## src/rtl/slice_column_sequencer.sv

```systemverilog
// Frame sequencer: for each screen column, requests a slice height from the
// calculator, then streams that column as ceiling/wall/floor pixels to the VGA plotter.
module slice_column_sequencer #(
    parameter int         SCREEN_W     = 160,
    parameter int         SCREEN_H     = 120,
    parameter logic [2:0] WALL_COLOUR  = 3'b111,
    parameter logic [2:0] CEIL_COLOUR  = 3'b001,
    parameter logic [2:0] FLOOR_COLOUR = 3'b010,
    parameter int         TIMEOUT      = 255
) (
    input  logic       clock,
    input  logic       reset,
    input  logic       start_frame,
    input  logic       end_calc,
    input  logic [6:0] slice_size,
    output logic [7:0] column_count,
    output logic       begin_calc,
    output logic       plot,
    output logic [7:0] x,
    output logic [6:0] y,
    output logic [2:0] colour,
    output logic       busy,
    output logic       frame_done,
    output logic       timeout_flag,
    output logic [2:0] dbg_state
);

    typedef enum logic [2:0] {
        S_IDLE = 3'd0,
        S_REQ  = 3'd1,
        S_WAIT = 3'd2,
        S_DRAW = 3'd3,
        S_NEXT = 3'd4
    } state_t;

    localparam int            CW       = $clog2(TIMEOUT + 1);
    localparam logic [7:0]    H_MAX    = 8'(SCREEN_H);
    localparam logic [6:0]    Y_LAST   = 7'(SCREEN_H - 1);
    localparam logic [7:0]    COL_LAST = 8'(SCREEN_W - 1);
    localparam logic [CW-1:0] CNT_LAST = CW'(TIMEOUT - 1);

    state_t        r_state;
    logic [CW-1:0] r_wait_cnt;
    logic [7:0]    r_top;
    logic [7:0]    r_bot;

    logic [7:0] w_slice_ext;
    logic [7:0] w_slice_h;
    logic       w_hit;
    logic       w_timeout;
    logic [7:0] w_new_h;
    logic [7:0] w_new_top;
    logic [7:0] w_new_bot;
    logic [6:0] w_y_next;

    function automatic logic [2:0] pixel_colour(input logic [7:0] row,
                                                input logic [7:0] top,
                                                input logic [7:0] bot);
        if (row < top)
            return CEIL_COLOUR;
        else if (row < bot)
            return WALL_COLOUR;
        else
            return FLOOR_COLOUR;
    endfunction

    // The first WAIT cycle (counter still 0) masks a stale end_calc level.
    assign w_slice_ext = {1'b0, slice_size};
    assign w_slice_h   = (w_slice_ext > H_MAX) ? H_MAX : w_slice_ext;
    assign w_hit       = (r_state == S_WAIT) && (r_wait_cnt != '0) && end_calc;
    assign w_timeout   = (r_state == S_WAIT) && !w_hit && (r_wait_cnt == CNT_LAST);
    assign w_new_h     = w_hit ? w_slice_h : 8'd0;
    assign w_new_top   = (H_MAX - w_new_h) >> 1;
    assign w_new_bot   = w_new_top + w_new_h;
    assign w_y_next    = y + 7'd1;
    assign dbg_state   = r_state;

    always_ff @(posedge clock or posedge reset) begin
        if (reset) begin
            r_state      <= S_IDLE;
            r_wait_cnt   <= '0;
            r_top        <= 8'd0;
            r_bot        <= 8'd0;
            column_count <= 8'd0;
            begin_calc   <= 1'b0;
            plot         <= 1'b0;
            x            <= 8'd0;
            y            <= 7'd0;
            colour       <= 3'd0;
            busy         <= 1'b0;
            frame_done   <= 1'b0;
            timeout_flag <= 1'b0;
        end else begin
            begin_calc <= 1'b0;
            frame_done <= 1'b0;
            case (r_state)
                S_IDLE: begin
                    if (start_frame) begin
                        r_state      <= S_REQ;
                        column_count <= 8'd0;
                        timeout_flag <= 1'b0;
                        begin_calc   <= 1'b1;
                        busy         <= 1'b1;
                    end
                end
                S_REQ: begin
                    r_wait_cnt <= '0;
                    r_state    <= S_WAIT;
                end
                S_WAIT: begin
                    r_wait_cnt <= r_wait_cnt + CW'(1);
                    if (w_hit || w_timeout) begin
                        r_top   <= w_new_top;
                        r_bot   <= w_new_bot;
                        plot    <= 1'b1;
                        x       <= column_count;
                        y       <= 7'd0;
                        colour  <= pixel_colour(8'd0, w_new_top, w_new_bot);
                        r_state <= S_DRAW;
                        if (w_timeout)
                            timeout_flag <= 1'b1;
                    end
                end
                S_DRAW: begin
                    if (y == Y_LAST) begin
                        plot    <= 1'b0;
                        r_state <= S_NEXT;
                    end else begin
                        y      <= w_y_next;
                        colour <= pixel_colour({1'b0, w_y_next}, r_top, r_bot);
                    end
                end
                S_NEXT: begin
                    if (column_count == COL_LAST) begin
                        frame_done   <= 1'b1;
                        busy         <= 1'b0;
                        column_count <= 8'd0;
                        r_state      <= S_IDLE;
                    end else begin
                        column_count <= column_count + 8'd1;
                        begin_calc   <= 1'b1;
                        r_state      <= S_REQ;
                    end
                end
                default: r_state <= S_IDLE;
            endcase
        end
    end

endmodule
```

## config.mk

```make
export PLATFORM = sky130hd
export DESIGN_NAME = slice_column_sequencer
export DESIGN_NICKNAME = d
export VERILOG_FILES = /design/src/rtl/slice_column_sequencer.sv
export SDC_FILE = /design/constraint.sdc
export NUM_CORES = 1
export LEC_CHECK = 0
export BUFFER_PORTS_ARGS = -buffer_cell sky130_fd_sc_hd__buf_2
export CAP_MARGIN = 20
export CORE_AREA = 2 2 87 89
export DETAILED_ROUTE_END_ITERATION = 10
export DIE_AREA = 0 0 89 91
export GPL_TIMING_DRIVEN = 0
export PLACE_DENSITY = 0.73
export SLEW_MARGIN = 30
export SYNTH_ARGS = -nofsm -noshare
export SYNTH_HDL_FRONTEND = slang
export SYNTH_SLANG_ARGS = --single-unit
```

## constraint.sdc

```tcl
create_clock -name clock -period 3.9 [get_ports clock]
set_input_delay 0.195 -clock clock [delete_from_list [all_inputs] [get_ports clock]]
set_output_delay 0.195 -clock clock [all_outputs]
set_load 0.01 [all_outputs]
```

; ---- Word-level counts from Yosys, hierarchy flattened
; Index checks and enable logic that the tools add are counted.
[word_totals]
out_inout_bits = 34
ff_bits = 57
word_cells = 91
[op_classes]
addsub = 5
n_eq_ne = 13
reduce_logical = 19
mux = 36
magnitude_cmp = 5
[ops]
columns = operator, count
row1 = $pmux 8 s2, 2
row2 = $mux 7, 4
row3 = $mux 3, 9
row4 = $add 8x1->8 const B, 2
row5 = $eq 8x8->1 const B, 2
row6 = $mux 8, 2
row7 = $pmux 3 s5, 1
row8 = $pmux 7 s2, 1
row9 = $mux 1, 12
row10 = $reduce_and 3->1, 4
row11 = $ne 2x2->1 const B, 5
row12 = $add 7x7->8, 1
row13 = $lt 1x8->1 const A, 1
row14 = $lt 7x8->1, 1
row15 = $pmux 1 s2, 4
row16 = $reduce_bool 2->1, 4
row17 = $reduce_bool 8->1, 1
row18 = $sub 7x7->8 const A, 1
row19 = $add 7x1->7 const B, 1
row20 = $eq 7x7->1 const B, 1
row21 = $gt 7x7->1 const B, 1
row22 = $lt 1x7->1 const A, 1
row23 = $lt 7x7->1, 1
row24 = $eq 3x2->1 const B, 2
row25 = 10 further kinds, 14

; ---- Logic depth before layout (Yosys ltp)
[depth]
word_depth = 11
mapped_depth = 20
mapped_depth_nobuf = 18

; ---- Least setup slack after synthesis
; OpenSTA, ideal clock, no wires.
[synth_timing]
path_kind = reg-to-reg
from = reg r_wait_cnt[0]
to = reg colour[2]
t_arrival_ns = 4.021
setup_ns = 0.148
required_time_ns = 3.752
path_buffers = 2
path_slack_ns = -0.268
stages_incl_launch_ff = 21
cell_sequence = dfrtp_1 -> inv_1 -> ha_1 -> or3b_2 -> o211a_1 -> buf_2 -> and2_1 -> nand2_1 -> ha_1 -> clkbuf_8 -> nand2_1 -> nand2_1 -> xnor2_1 -> nand2_1 -> ha_1 -> o311ai_0 -> a31oi_1 -> a2111oi_4 -> mux2_1 -> a2111oi_2 -> a221oi_1
[synth_between]
elab_chain_cells = 11
word_cells_on_any_way = 19
[synth_lines]
columns = element, line_no
row1 = start: declaration, 43  ; logic [CW-1:0] r_wait_cnt;
row2 = start signal: assignment, 111  ; r_wait_cnt <= r_wait_cnt + CW'(1);
row3 = $reduce_bool 8->1 *, 70  ; assign w_hit = (r_state == S_WAIT) && (r_wait_cnt != '0) && end_calc;
row4 = $logic_and 1x1->1 * (2 in a row), 70
row5 = $mux 7 *, 72  ; assign w_new_h = w_hit ? w_slice_h : 8'd0;
row6 = $sub 7x7->8 *, 73  ; assign w_new_top = (H_MAX - w_new_h) >> 1;
row7 = net w_new_top[3], 52  ; logic [7:0] w_new_top;
row8 = $add 7x7->8, 74  ; assign w_new_bot = w_new_top + w_new_h;
row9 = $lt 1x8->1, 61  ; else if (row < bot)
row10 = $mux 3, 61
row11 = $mux 3 *, 59  ; if (row < top)
row12 = $mux 3 *, 112  ; if (w_hit || w_timeout) begin
row13 = $pmux 3 s2 *, 96  ; case (r_state)
row14 = end signal: assignment, 118  ; colour <= pixel_colour(8'd0, w_new_top, w_new_bot);
row15 = end signal: assignment, 130  ; colour <= pixel_colour({1'b0, w_y_next}, r_top, r_bot);
row16 = end: declaration, 21  ; output logic [2:0] colour,
; Mark *: on every way through the listed nets, which the timed path passes. The rest lies on a longest branch. The select of a mux whose other input is x is not followed.
; A chain may end at the register's enable or synchronous reset.

; ---- Worst setup path in the final report
[layout_timing]
from = reg r_wait_cnt[0]
to = reg colour[0]
; Same word-level chain as after synthesis.

==> out/metrics.cfg <==
[layout]
final_util_pct=62.1
final_cell_mix=56 x dfrtp_1, 45 x buf_2, 43 x nand2_1
area_growth_pct=28.1
final_common_cell=dfrtp_1
n_fill_cell=621
fin_nets=494
drive_above_1_share_pct=30.7
antenna_cells=0
finalNonFillerCells=562

[timing]
setup_slack_ps=-21.6
drv_slew=0
fin_crit_sh_pct=101
clock_skew_ps=10.4
hold_viol_final=0
setup_viol=2
fin_crit_ps=3920
relSlewSlack_pct=46.3
max_slew.worst_pin.slew_ps=798
fmax_mhz=255
rsz0062_at_grt=yes

[critical_path]
slowest_stage=dfrtp_1
path_cells=inv_2 > ha_4 > or3b_4 > o211a_4 > buf_6 > and2_4 > ha_4 > and3_4 > xnor2_4 > ha_4 > and4_4 > a2111oi_4 > buf_4 > mux2_4 > a2111oi_4 > a21oi_1
r2r_end=colour[0]$_DFFE_PP0P_
worst-path-buf-inv=3
critical_path_arrival_ps=4120
start_kind=register
crit_path_frequent_cell=ha_4
reg2reg_from=r_wait_cnt[0]$_DFFE_PP0P_
timing.critical_path.max_delay_family=compound AO/OA/AOI/OAI gates
cp-endpoint=colour[0]$_DFFE_PP0P_
crit_path_end_kind=register
crit_fanout=7
critPathMaxStageDelay_ps=400
cp.depth=16
r2r_cells=16
crit_required_ps=4100
critPathLaunch=r_wait_cnt[0]$_DFFE_PP0P_
worstSetupPathType=reg -> reg
reg2reg_slack_ps=-20

[status]
status=complete, but fails checks
violations=negative setup slack

[synth]
yosys.area.top_type_share_pct=41.2
ys.flop_type=dfrtp_1
synth_top_area_cell=dfrtp_1
yosys_warnings=0
synth_edf_count=0
synth_cells=372
synthTopCellsByArea=dfrtp_1 41%, ha_1 9.0%, o21ai_0 5.9%
synth_area_mm2=0.00346
ys_seq_area_share_pct=41.2
synth-seq-cells=57
async_reset_ff_share_pct=100
syn-num-nets=408
synth_cell_types=59
synth.avg_cell_area_um2=9.30

[drt]
dr_wl_met2_mm=3.92
drtPass1Iterations=5
top_layer_used=met4
wl_per_cell_um=14.8
wl_met3_um=419
drt_iter0_markers=154
drc=0
wl_mm=8.29
ant_nets=0
via_count=3104
viasPerCell=5.52
routedLengthMet1_mm=3.67

[placement]
portBuffers=44
dp.cells=516
dp_hpwl_mm=5.71
gp_congestion=0.862

[cts]
path_clk_slew_ps=70
htreeDepth=3
numCtsBuffers=9
cts_tree=yes
clk_latency_ps=350
clkSinkCount=57
cts_buffer_depth=2
root_buffer=clkbuf_8

[min_path]
hp-class=in -> reg

[grt]
grt_pass1_wl_mm=13.6
overflow=0
grt_max_degree=37
antenna_found_initial=0
first_global_vias=2916
grt_usage_pct=21.6

[pwr]
p_per_area_mw_per_mm2=574
leakage_nw=2.03
ir_drop_mv=0.239

[die]
row_count=31
io_pins=45
die-area_mm2=0.00810
die_height_um=91
die_w_um=89
start_util_pct=48.5
core_area_mm2=0.00714

[job]
drv_cap=0

-- synth_stat cells (3+ instances only) --
master / count
a211oi_1: 3
a21boi_0: 5
a21oi_1: 11
a31oi_1: 7
and2_1: 7
and3_1: 4
clkbuf_1: 7
dfrtp_1: 57
ha_1: 25
inv_1: 28
mux2_2: 10
nand2_1: 47
nand2b_1: 6
nand3_1: 18
nand4_1: 8
nor2_1: 18
nor3_1: 5
o211ai_1: 3
o21a_1: 4
o21ai_0: 41
xnor2_1: 9
xor2_1: 7
-- routing by layer --
metal	track usage, %	up-vias
li1	-	1504
met1	27.9	1478
met2	33.8	99
met3	4.55	23
met4	10.8	0
met5	0	-
-- power by group --
part           switching [mW]  internal, mW
Sequential              0.114         0.729
Combinational           0.623         0.538
Clock                   0.245         0.293
-- area by class of cell --
class / instances / area (um^2) / area share [%]
multi-input cells: 276 / 2040 / 46.1
flip-flops and latches: 57 / 1430 / 32.2
repair buffers: 77 / 490 / 11.1
clock buffers: 9 / 124 / 2.80
well taps: 99 / 124 / 2.80
inverters: 28 / 108 / 2.43
clock inverters: 7 / 71.3 / 1.61
plain buffers: 9 / 45.0 / 1.02
-- logic make-up (layout without fill, tap and decap cells) --
group	count (synthesis)	after routing	synth area share, %
AOI/OAI and AO/OA	93	93	17.6
buffers and inverters	39	130	4.88
and+or+nand+nor	130	130	19.3
adders and majority gates	25	25	9.04
xor gates and xnor gates	16	16	4.05
DFF	57	57	41.2
muxes	12	12	3.87
-- worst reg2reg max path, cell delays in order, from the launching register on --
cell	delay, ps
dfrtp_1	400
inv_2	90
ha_4	130
or3b_4	400
o211a_4	300
buf_6	130
and2_4	170
ha_4	150
and3_4	180
xnor2_4	180
ha_4	250
and4_4	180
a2111oi_4	320
buf_4	200
mux2_4	310
a2111oi_4	280
a21oi_1	120
-- metrics by stage --
step | TNS [ps] | setup WS, ps | power [mW] | hold WS (ps) | instance area, um^2
floorplan | 0 | 3.27 | 1.55 | 327 | 3520
global placement | -734 | -367 | 1.78 | 461 | 3870
detailed placement | -1150 | -469 | 1.83 | 171 | 3890
CTS | 0 | 2.93 | 2.46 | 157 | 4330
global route | -332 | -176 | 2.74 | 190 | 4430
finish | -28.6 | -21.6 | 2.54 | 168 | 4430
-- how the worst min path moves through the flow --
stage | to | slack [ps] | start | depth (start not counted)
global placement | colour[1]$_DFFE_PP0P_ | 460 | colour[1]$_DFFE_PP0P_ | 2
finish | r_top[6]$_DFFE_PP0P_ | 170 | slice_size[6] | 3
detailed placement | colour[1]$_DFFE_PP0P_ | 170 | reset | 2
floorplan | r_bot[0]$_DFFE_PP0P_ | 330 | slice_size[1] | 2
global route | r_top[6]$_DFFE_PP0P_ | 190 | slice_size[6] | 3
CTS | r_bot[0]$_DFFE_PP0P_ | 160 | slice_size[1] | 3
-- sequential cells by signal, indices dropped and copies added (netlist names) --
name and flops:
begin_calc 1, busy 1, colour 3, column_count 8, dbg_state 3, frame_done 1
plot 1, r_bot 8, r_top 7, r_wait_cnt 8, timeout_flag 1, x 8
y 7
-- what timing repair did --
| item | 4_1_cts | 5_1_grt |
|---|---|---|
| buffers inserted | 26 | 7 |
| endpoints found under the setup margin | 5 | 4 |
| endpoints found under the hold margin | 21 | 0 |
| pin swaps | 11 | 15 |
| resized for setup | 13 | 16 |
| hold buffers | 1 | 0 |
Power figures use the tool's default switching activity.
